$ cat src/rtl/branch_resolve_queue_if.sv
// Fetch/decode handshake bundle for branch_resolve_queue: push side, resolve side,
// predictor update and recovery outputs.
interface branch_resolve_queue_if #(
  parameter int unsigned DEPTH      = 4,
  parameter int unsigned ADDR_WIDTH = 26,
  parameter int unsigned HIST_WIDTH = 4
);
  localparam int unsigned CNT_W = $clog2(DEPTH + 1);

  logic                  push_valid;
  logic                  push_ready;
  logic [ADDR_WIDTH-1:0] push_pc;
  logic                  push_pred;
  logic [HIST_WIDTH-1:0] push_hist;
  logic                  res_valid;
  logic                  res_is_branch;
  logic                  res_taken;
  logic                  upd_we;
  logic [ADDR_WIDTH-1:0] upd_pc;
  logic                  upd_pred;
  logic                  upd_correct;
  logic                  mispredict;
  logic [HIST_WIDTH-1:0] recover_hist;
  logic [CNT_W-1:0]      count;
  logic                  res_err;

  // Fetch/decode side (drives pushes and resolves)
  modport master (
    output push_valid, push_pc, push_pred, push_hist,
    output res_valid, res_is_branch, res_taken,
    input  push_ready, upd_we, upd_pc, upd_pred, upd_correct,
    input  mispredict, recover_hist, count, res_err
  );

  // Queue side
  modport slave (
    input  push_valid, push_pc, push_pred, push_hist,
    input  res_valid, res_is_branch, res_taken,
    output push_ready, upd_we, upd_pc, upd_pred, upd_correct,
    output mispredict, recover_hist, count, res_err
  );
endinterface

$ cat src/rtl/branch_resolve_queue.sv
// In-flight branch prediction queue: issues predictor updates and mispredict recovery.
// Optional BRQ_STATS_EN adds saturating branch/mispredict counters.
module branch_resolve_queue #(
  parameter int unsigned DEPTH      = 4,
  parameter int unsigned ADDR_WIDTH = 26,
  parameter int unsigned HIST_WIDTH = 4
) (
  input  logic                  clk,
  input  logic                  rst,
  branch_resolve_queue_if.slave bus
`ifdef BRQ_STATS_EN
  ,
  output logic [31:0]           stat_branches,
  output logic [31:0]           stat_mispredicts
`endif
);
  localparam int unsigned PTR_W = $clog2(DEPTH);
  localparam int unsigned CNT_W = $clog2(DEPTH + 1);

  typedef struct packed {
    logic [ADDR_WIDTH-1:0] pc;
    logic                  pred;
    logic [HIST_WIDTH-1:0] hist;
  } entry_t;

  entry_t           mem [DEPTH];
  logic [PTR_W-1:0] rd_ptr;
  logic [PTR_W-1:0] wr_ptr;
  logic [CNT_W-1:0] count_q;

  entry_t head_c;
  logic   res_fire_c;
  logic   push_fire_c;
  logic   outcome_c;
  logic   mispred_c;

  assign bus.push_ready = !rst && (count_q < CNT_W'(DEPTH));
  assign bus.count      = count_q;

  // Head-of-queue decode for this cycle's resolve
  always_comb begin
    head_c      = mem[rd_ptr];
    res_fire_c  = bus.res_valid && (count_q != '0);
    push_fire_c = bus.push_valid && bus.push_ready;
    outcome_c   = bus.res_is_branch && bus.res_taken;
    mispred_c   = res_fire_c && (head_c.pred != outcome_c);
  end

  // Entry storage; wrong-path pushes are dropped on a mispredict
  always_ff @(posedge clk) begin
    if (!rst && push_fire_c && !mispred_c) begin
      mem[wr_ptr] <= '{pc: bus.push_pc, pred: bus.push_pred, hist: bus.push_hist};
    end
  end

  // Pointers, occupancy and registered update/recovery outputs
  always_ff @(posedge clk) begin
    if (rst) begin
      rd_ptr           <= '0;
      wr_ptr           <= '0;
      count_q          <= '0;
      bus.upd_we       <= 1'b0;
      bus.upd_pc       <= '0;
      bus.upd_pred     <= 1'b0;
      bus.upd_correct  <= 1'b0;
      bus.mispredict   <= 1'b0;
      bus.recover_hist <= '0;
      bus.res_err      <= 1'b0;
    end else begin
      bus.upd_we     <= res_fire_c && bus.res_is_branch;
      bus.mispredict <= mispred_c;

      if (bus.res_valid && (count_q == '0)) begin
        bus.res_err <= 1'b1;
      end

      if (res_fire_c && bus.res_is_branch) begin
        bus.upd_pc      <= head_c.pc;
        bus.upd_pred    <= head_c.pred;
        bus.upd_correct <= !mispred_c;
      end

      if (mispred_c) begin
        bus.recover_hist <= {head_c.hist[HIST_WIDTH-2:0], outcome_c};
        rd_ptr           <= rd_ptr + PTR_W'(1);
        wr_ptr           <= rd_ptr + PTR_W'(1);
        count_q          <= '0;
      end else begin
        if (res_fire_c) begin
          rd_ptr <= rd_ptr + PTR_W'(1);
        end
        if (push_fire_c) begin
          wr_ptr <= wr_ptr + PTR_W'(1);
        end
        count_q <= count_q + CNT_W'(push_fire_c) - CNT_W'(res_fire_c);
      end
    end
  end

`ifdef BRQ_STATS_EN
  // Saturating event counters aligned with the upd_we / mispredict strobes
  always_ff @(posedge clk) begin
    if (rst) begin
      stat_branches    <= '0;
      stat_mispredicts <= '0;
    end else begin
      if (res_fire_c && bus.res_is_branch && (stat_branches != '1)) begin
        stat_branches <= stat_branches + 32'(1);
      end
      if (mispred_c && (stat_mispredicts != '1)) begin
        stat_mispredicts <= stat_mispredicts + 32'(1);
      end
    end
  end
`endif

endmodule

$ cat src/flat_wrapper.sv
// flat-port wrapper written by rule: the top's interface ports become plain ports
module branch_resolve_queue_flat 
#(
  parameter int unsigned DEPTH      = 4,
  parameter int unsigned ADDR_WIDTH = 26,
  parameter int unsigned HIST_WIDTH = 4
)
  (clk, rst, bus_push_valid, bus_push_pc, bus_push_pred, bus_push_hist, bus_res_valid, bus_res_is_branch, bus_res_taken, bus_push_ready, bus_upd_we, bus_upd_pc, bus_upd_pred, bus_upd_correct, bus_mispredict, bus_recover_hist, bus_count, bus_res_err);
  branch_resolve_queue_if #(.DEPTH(DEPTH), .ADDR_WIDTH(ADDR_WIDTH), .HIST_WIDTH(HIST_WIDTH)) bus_i ();
  input  logic clk;
  input  logic rst;
  input wire logic [$bits(bus_i.push_valid)-1:0] bus_push_valid;
  input wire logic [$bits(bus_i.push_pc)-1:0] bus_push_pc;
  input wire logic [$bits(bus_i.push_pred)-1:0] bus_push_pred;
  input wire logic [$bits(bus_i.push_hist)-1:0] bus_push_hist;
  input wire logic [$bits(bus_i.res_valid)-1:0] bus_res_valid;
  input wire logic [$bits(bus_i.res_is_branch)-1:0] bus_res_is_branch;
  input wire logic [$bits(bus_i.res_taken)-1:0] bus_res_taken;
  output wire logic [$bits(bus_i.push_ready)-1:0] bus_push_ready;
  output wire logic [$bits(bus_i.upd_we)-1:0] bus_upd_we;
  output wire logic [$bits(bus_i.upd_pc)-1:0] bus_upd_pc;
  output wire logic [$bits(bus_i.upd_pred)-1:0] bus_upd_pred;
  output wire logic [$bits(bus_i.upd_correct)-1:0] bus_upd_correct;
  output wire logic [$bits(bus_i.mispredict)-1:0] bus_mispredict;
  output wire logic [$bits(bus_i.recover_hist)-1:0] bus_recover_hist;
  output wire logic [$bits(bus_i.count)-1:0] bus_count;
  output wire logic [$bits(bus_i.res_err)-1:0] bus_res_err;
  assign bus_i.push_valid = bus_push_valid;
  assign bus_i.push_pc = bus_push_pc;
  assign bus_i.push_pred = bus_push_pred;
  assign bus_i.push_hist = bus_push_hist;
  assign bus_i.res_valid = bus_res_valid;
  assign bus_i.res_is_branch = bus_res_is_branch;
  assign bus_i.res_taken = bus_res_taken;
  assign bus_push_ready = bus_i.push_ready;
  assign bus_upd_we = bus_i.upd_we;
  assign bus_upd_pc = bus_i.upd_pc;
  assign bus_upd_pred = bus_i.upd_pred;
  assign bus_upd_correct = bus_i.upd_correct;
  assign bus_mispredict = bus_i.mispredict;
  assign bus_recover_hist = bus_i.recover_hist;
  assign bus_count = bus_i.count;
  assign bus_res_err = bus_i.res_err;
  branch_resolve_queue #(.DEPTH(DEPTH), .ADDR_WIDTH(ADDR_WIDTH), .HIST_WIDTH(HIST_WIDTH)) u_core (.clk(clk), .rst(rst), .bus(bus_i));
endmodule
$ cat config.mk
export PLATFORM = sky130hd
export DESIGN_NAME = branch_resolve_queue_flat
export DESIGN_NICKNAME = d
export VERILOG_FILES = /design/src/rtl/branch_resolve_queue_if.sv /design/src/rtl/branch_resolve_queue.sv /design/src/flat_wrapper.sv
export SDC_FILE = /design/constraint.sdc
export NUM_CORES = 1
export LEC_CHECK = 0
export ABC_AREA = 1
export ABC_CLOCK_PERIOD_IN_PS = 2800
export CAP_MARGIN = 10
export CORE_ASPECT_RATIO = 0.7
export CORE_MARGIN = 1.5
export CORE_UTILIZATION = 50
export CTS_CLUSTER_SIZE = 30
export DETAILED_ROUTE_END_ITERATION = 8
export PLACE_DENSITY = 0.76
export SETUP_SLACK_MARGIN = 0.4
export SLEW_MARGIN = 20
export SYNTH_ARGS = -nofsm -noshare
export SYNTH_HDL_FRONTEND = slang
export SYNTH_SLANG_ARGS = --single-unit
$ cat constraint.sdc
create_clock -name clk -period 2.8 [get_ports clk]
set_input_delay 0.42 -clock clk [delete_from_list [all_inputs] [get_ports clk]]
set_output_delay 0.42 -clock clk [all_outputs]
set_load 0.05 [all_outputs]
==> results.sh <==
export IMPL_run_status="finished clean"
export IMPL_finalSetupViolations=0
export IMPL_yosysUniqueCellTypes=26
export IMPL_synth_top_flop_cell="sky130_fd_sc_hd__edfxtp_1"
export IMPL_post_route_cells_drive_above_1_share=0.0883
export IMPL_port_buffers=74
export IMPL_floorplan_rows=33
export IMPL_synth_edf_count=120
export IMPL_ioPinCount=76
export IMPL_die_h_um=95.9
export IMPL_grt_met1_usage=0.296
export IMPL_syn_nets=548
export IMPL_die_w_um=136
export IMPL_yosys_warnings=0
export IMPL_drv_slew=0
export IMPL_clk_pin_slew_ns=0.06
export IMPL_max_slew_margin=0.635
export IMPL_cts_sinks=164
export IMPL_drtIter0Drc=433
export IMPL_grt_met2_usage=0.346
export IMPL_power_per_cell_area_mw_per_mm2=954
export IMPL_clock_tree_buffer_depth=2
export IMPL_rsz_0062_raised_after_global_routing="no"
export IMPL_synth_area_top_cells="sky130_fd_sc_hd__edfxtp_1, sky130_fd_sc_hd__dfxtp_1, sky130_fd_sc_hd__nor2_1"
export IMPL_number_of_clock_buffers_inserted_by_tritoncts=17
export IMPL_clk_insertion_delay_late_ns=0.42
export IMPL_drt_wl_total_mm=13.1
export IMPL_netlist_area_leader_share=0.585
export IMPL_worstHoldStart="u_core.bus.res_err"
export IMPL_most_frequent_cell_after_synthesis="sky130_fd_sc_hd__nor2_1"
export IMPL_critical_path_sink_type="flip-flop"
export IMPL_post_synth_most_frequent_cells="sky130_fd_sc_hd__nor2_1, sky130_fd_sc_hd__edfxtp_1, sky130_fd_sc_hd__o21ai_0"
export IMPL_place_hpwl_mm=7.84
export IMPL_avgViaCountPerCell=5.42
export IMPL_finish_net_count=630
export IMPL_clock_tree_from_tritoncts="built"
export IMPL_postLayoutSetupSlackWorst_ns=0.581
export IMPL_vias=4105
export IMPL_grt_use_total=0.219
export IMPL_arrival_time_reported_for_the_critical_path_endpoint_ns=2.33
export IMPL_wire_per_inst_um=17.3
export IMPL_gp_congestion=0.776
export IMPL_max_slew_worst_pin_slew_ns=0.547
export IMPL_worstSetupPathType="flip-flop to flip-flop"
export IMPL_first_global_vias=4144
export IMPL_synth_sequential_area_ratio=0.728
export IMPL_top_usage_layer="met2"
export IMPL_initial_utilization=0.520
export IMPL_htree_levels=4
export IMPL_synth_largest_area_cell="sky130_fd_sc_hd__edfxtp_1"
export IMPL_timing_hold_violations_final=0
export IMPL_drt_antenna_violating_nets=0
export IMPL_finClkSkew_ns=0.00684
export IMPL_grt_first_pass_wirelength_mm=20.8
export IMPL_placed_cell_area_mm2=0.00714
export IMPL_total_power_mw=7.37
export IMPL_grt_remaining_overflow=0
export IMPL_timing_hold_worst_class="flip-flop to flip-flop"
export IMPL_peakVddDrop_mv=0.559
export IMPL_path_max_fanout=26
export IMPL_antennaDiodeCount=0
export IMPL_timing_final_crit_period_ns=2.22
export IMPL_core_region_area_mm2=0.0119
export IMPL_cts_hold_repair_buffers=0
export IMPL_max_cap_violations=0
export IMPL_dr_pass1_iters=4
export IMPL_post_place_ws_ns=0.204
export IMPL_post_route_cell_area_mm2=0.00773
export IMPL_post_route_setup_tns_ns=0
export IMPL_max_clock_freq_mhz=451
export IMPL_synthCells=505
export IMPL_power_static_leakage_nw=2.75
export IMPL_worstSetupStartpointType="flip-flop"
export IMPL_grt_antenna_before_repair=0
export IMPL_gr_usage_met3=0.0479
export IMPL_ys_seq_elements=164
export IMPL_timing_critical_path_required_ns=2.91
export IMPL_clk_root_buffer_cell="sky130_fd_sc_hd__clkbuf_16"
export IMPL_synth_async_reset_ratio=0
export IMPL_detail_route_drc_violations=0
export IMPL_final_min_period_over_clock_period=0.793
export IMPL_grt_start_max_net_pins=45
export IMPL_synthesis_area_per_instance_um2=12.2
export IMPL_syn_cell_area_mm2=0.00616
export IMPL_flow_area_growth_from_synthesis_pct=25.4
export IMPL_die_area_mm2=0.0130
==> registers in the layout, indices dropped and copies added, names as in the netlist, named ones only <==
signal                   flops
u_core.mem                 120
u_core.bus.upd_pc           26
u_core.bus.recover_hist      4
u_core.bus.count             3
u_core.rd_ptr                2
u_core.wr_ptr                2
u_core.bus.mispredict        1
u_core.bus.res_err           1
u_core.bus.upd_correct       1
u_core.bus.upd_pred          1
u_core.bus.upd_we            1
==> path summary, 6_finish.rpt <==
path	endpoint	slack, ns	cells past startpoint
hold reg to reg	u_core.bus.res_err	0.45	2
hold / removal	u_core.bus.res_err	0.45	2
setup reg to reg	u_core.mem[1][27]	0.58	9
setup / recovery	u_core.mem[1][27]	0.58	9
==> report_power, final <==
| group | switching [mW] | internal [mW] | total [mW] |
|---|---|---|---|
| Clock | 0.863 | 1.44 | 2.30 |
| Sequential | 0.159 | 2.91 | 3.07 |
| Combinational | 1.34 | 0.660 | 2.00 |
| Total | 2.37 | 5.00 | 7.37 |
==> cell usage in the layout (no fill, tap or decap), drive strengths merged <==
cell	instances
o22ai	29
xnor2	3
bufinv	3
ha	5
inv	19
a21oi	7
o21ai	90
nand4	1
xor2	1
clkdlybuf4s50	74
nand2	24
edfxtp	120
clkinv	5
dfxtp	44
nand3	10
nor2	123
clkbuf	24
buf	17
fa	1
==> cells by family (layout without fill, tap and decap cells) <==
family / Yosys count / after routing / synth area share
xor+xnor: 4 / 4 / 0.00569
flops: 164 / 164 / 0.728
buf+inv: 47 / 142 / 0.0394
compound gates: 126 / 126 / 0.110
simple gates: 158 / 158 / 0.104
fa+ha+maj: 6 / 6 / 0.0134
==> metrics by stage <==
step	hold WS (ns)	util	cells
after floorplan	0.467	-	505
after global placement	0.436	0.602	724
after detailed placement	0.442	0.602	724
after CTS	0.451	0.651	756
after global routing	0.494	0.652	757
final	0.447	0.652	757
==> per-layer routing <==
metal	up-vias	share of wire
met5	-	0
met4	0	0.012
met3	15	0.070
met2	181	0.47
met1	1953	0.45
li1	1956	-
==> critical path: stages (launching register included) <==
cell                      delay (ns)
sky130_fd_sc_hd__dfxtp_4        0.46
sky130_fd_sc_hd__inv_2          0.16
sky130_fd_sc_hd__nand2_1        0.09
sky130_fd_sc_hd__nand3_1        0.08
sky130_fd_sc_hd__nand2_1        0.13
sky130_fd_sc_hd__nand2_1        0.12
sky130_fd_sc_hd__nand3_4        0.08
sky130_fd_sc_hd__nand2_1        0.24
sky130_fd_sc_hd__nor2_4         0.30
sky130_fd_sc_hd__buf_12         0.24
==> area by class of cell <==
type / count / area [µm²]
Clock buffer: 24 / 472
Sequential cell: 164 / 4490
Fill cell: 838 / 4120
Timing Repair Buffer: 91 / 918
Clock inverter: 8 / 110
Multi-Input combinational cell: 294 / 1470
Inverter: 19 / 71.3
Tap cell: 157 / 196
==> timing repair <==
action                                  4_1_cts  5_1_grt
endpoints found under the setup margin       15       49
gates resized for setup                       0        1
pin swaps                                     1        1
setup buffers                                 0        1
Note: power is estimated with default switching activity, not from simulation.
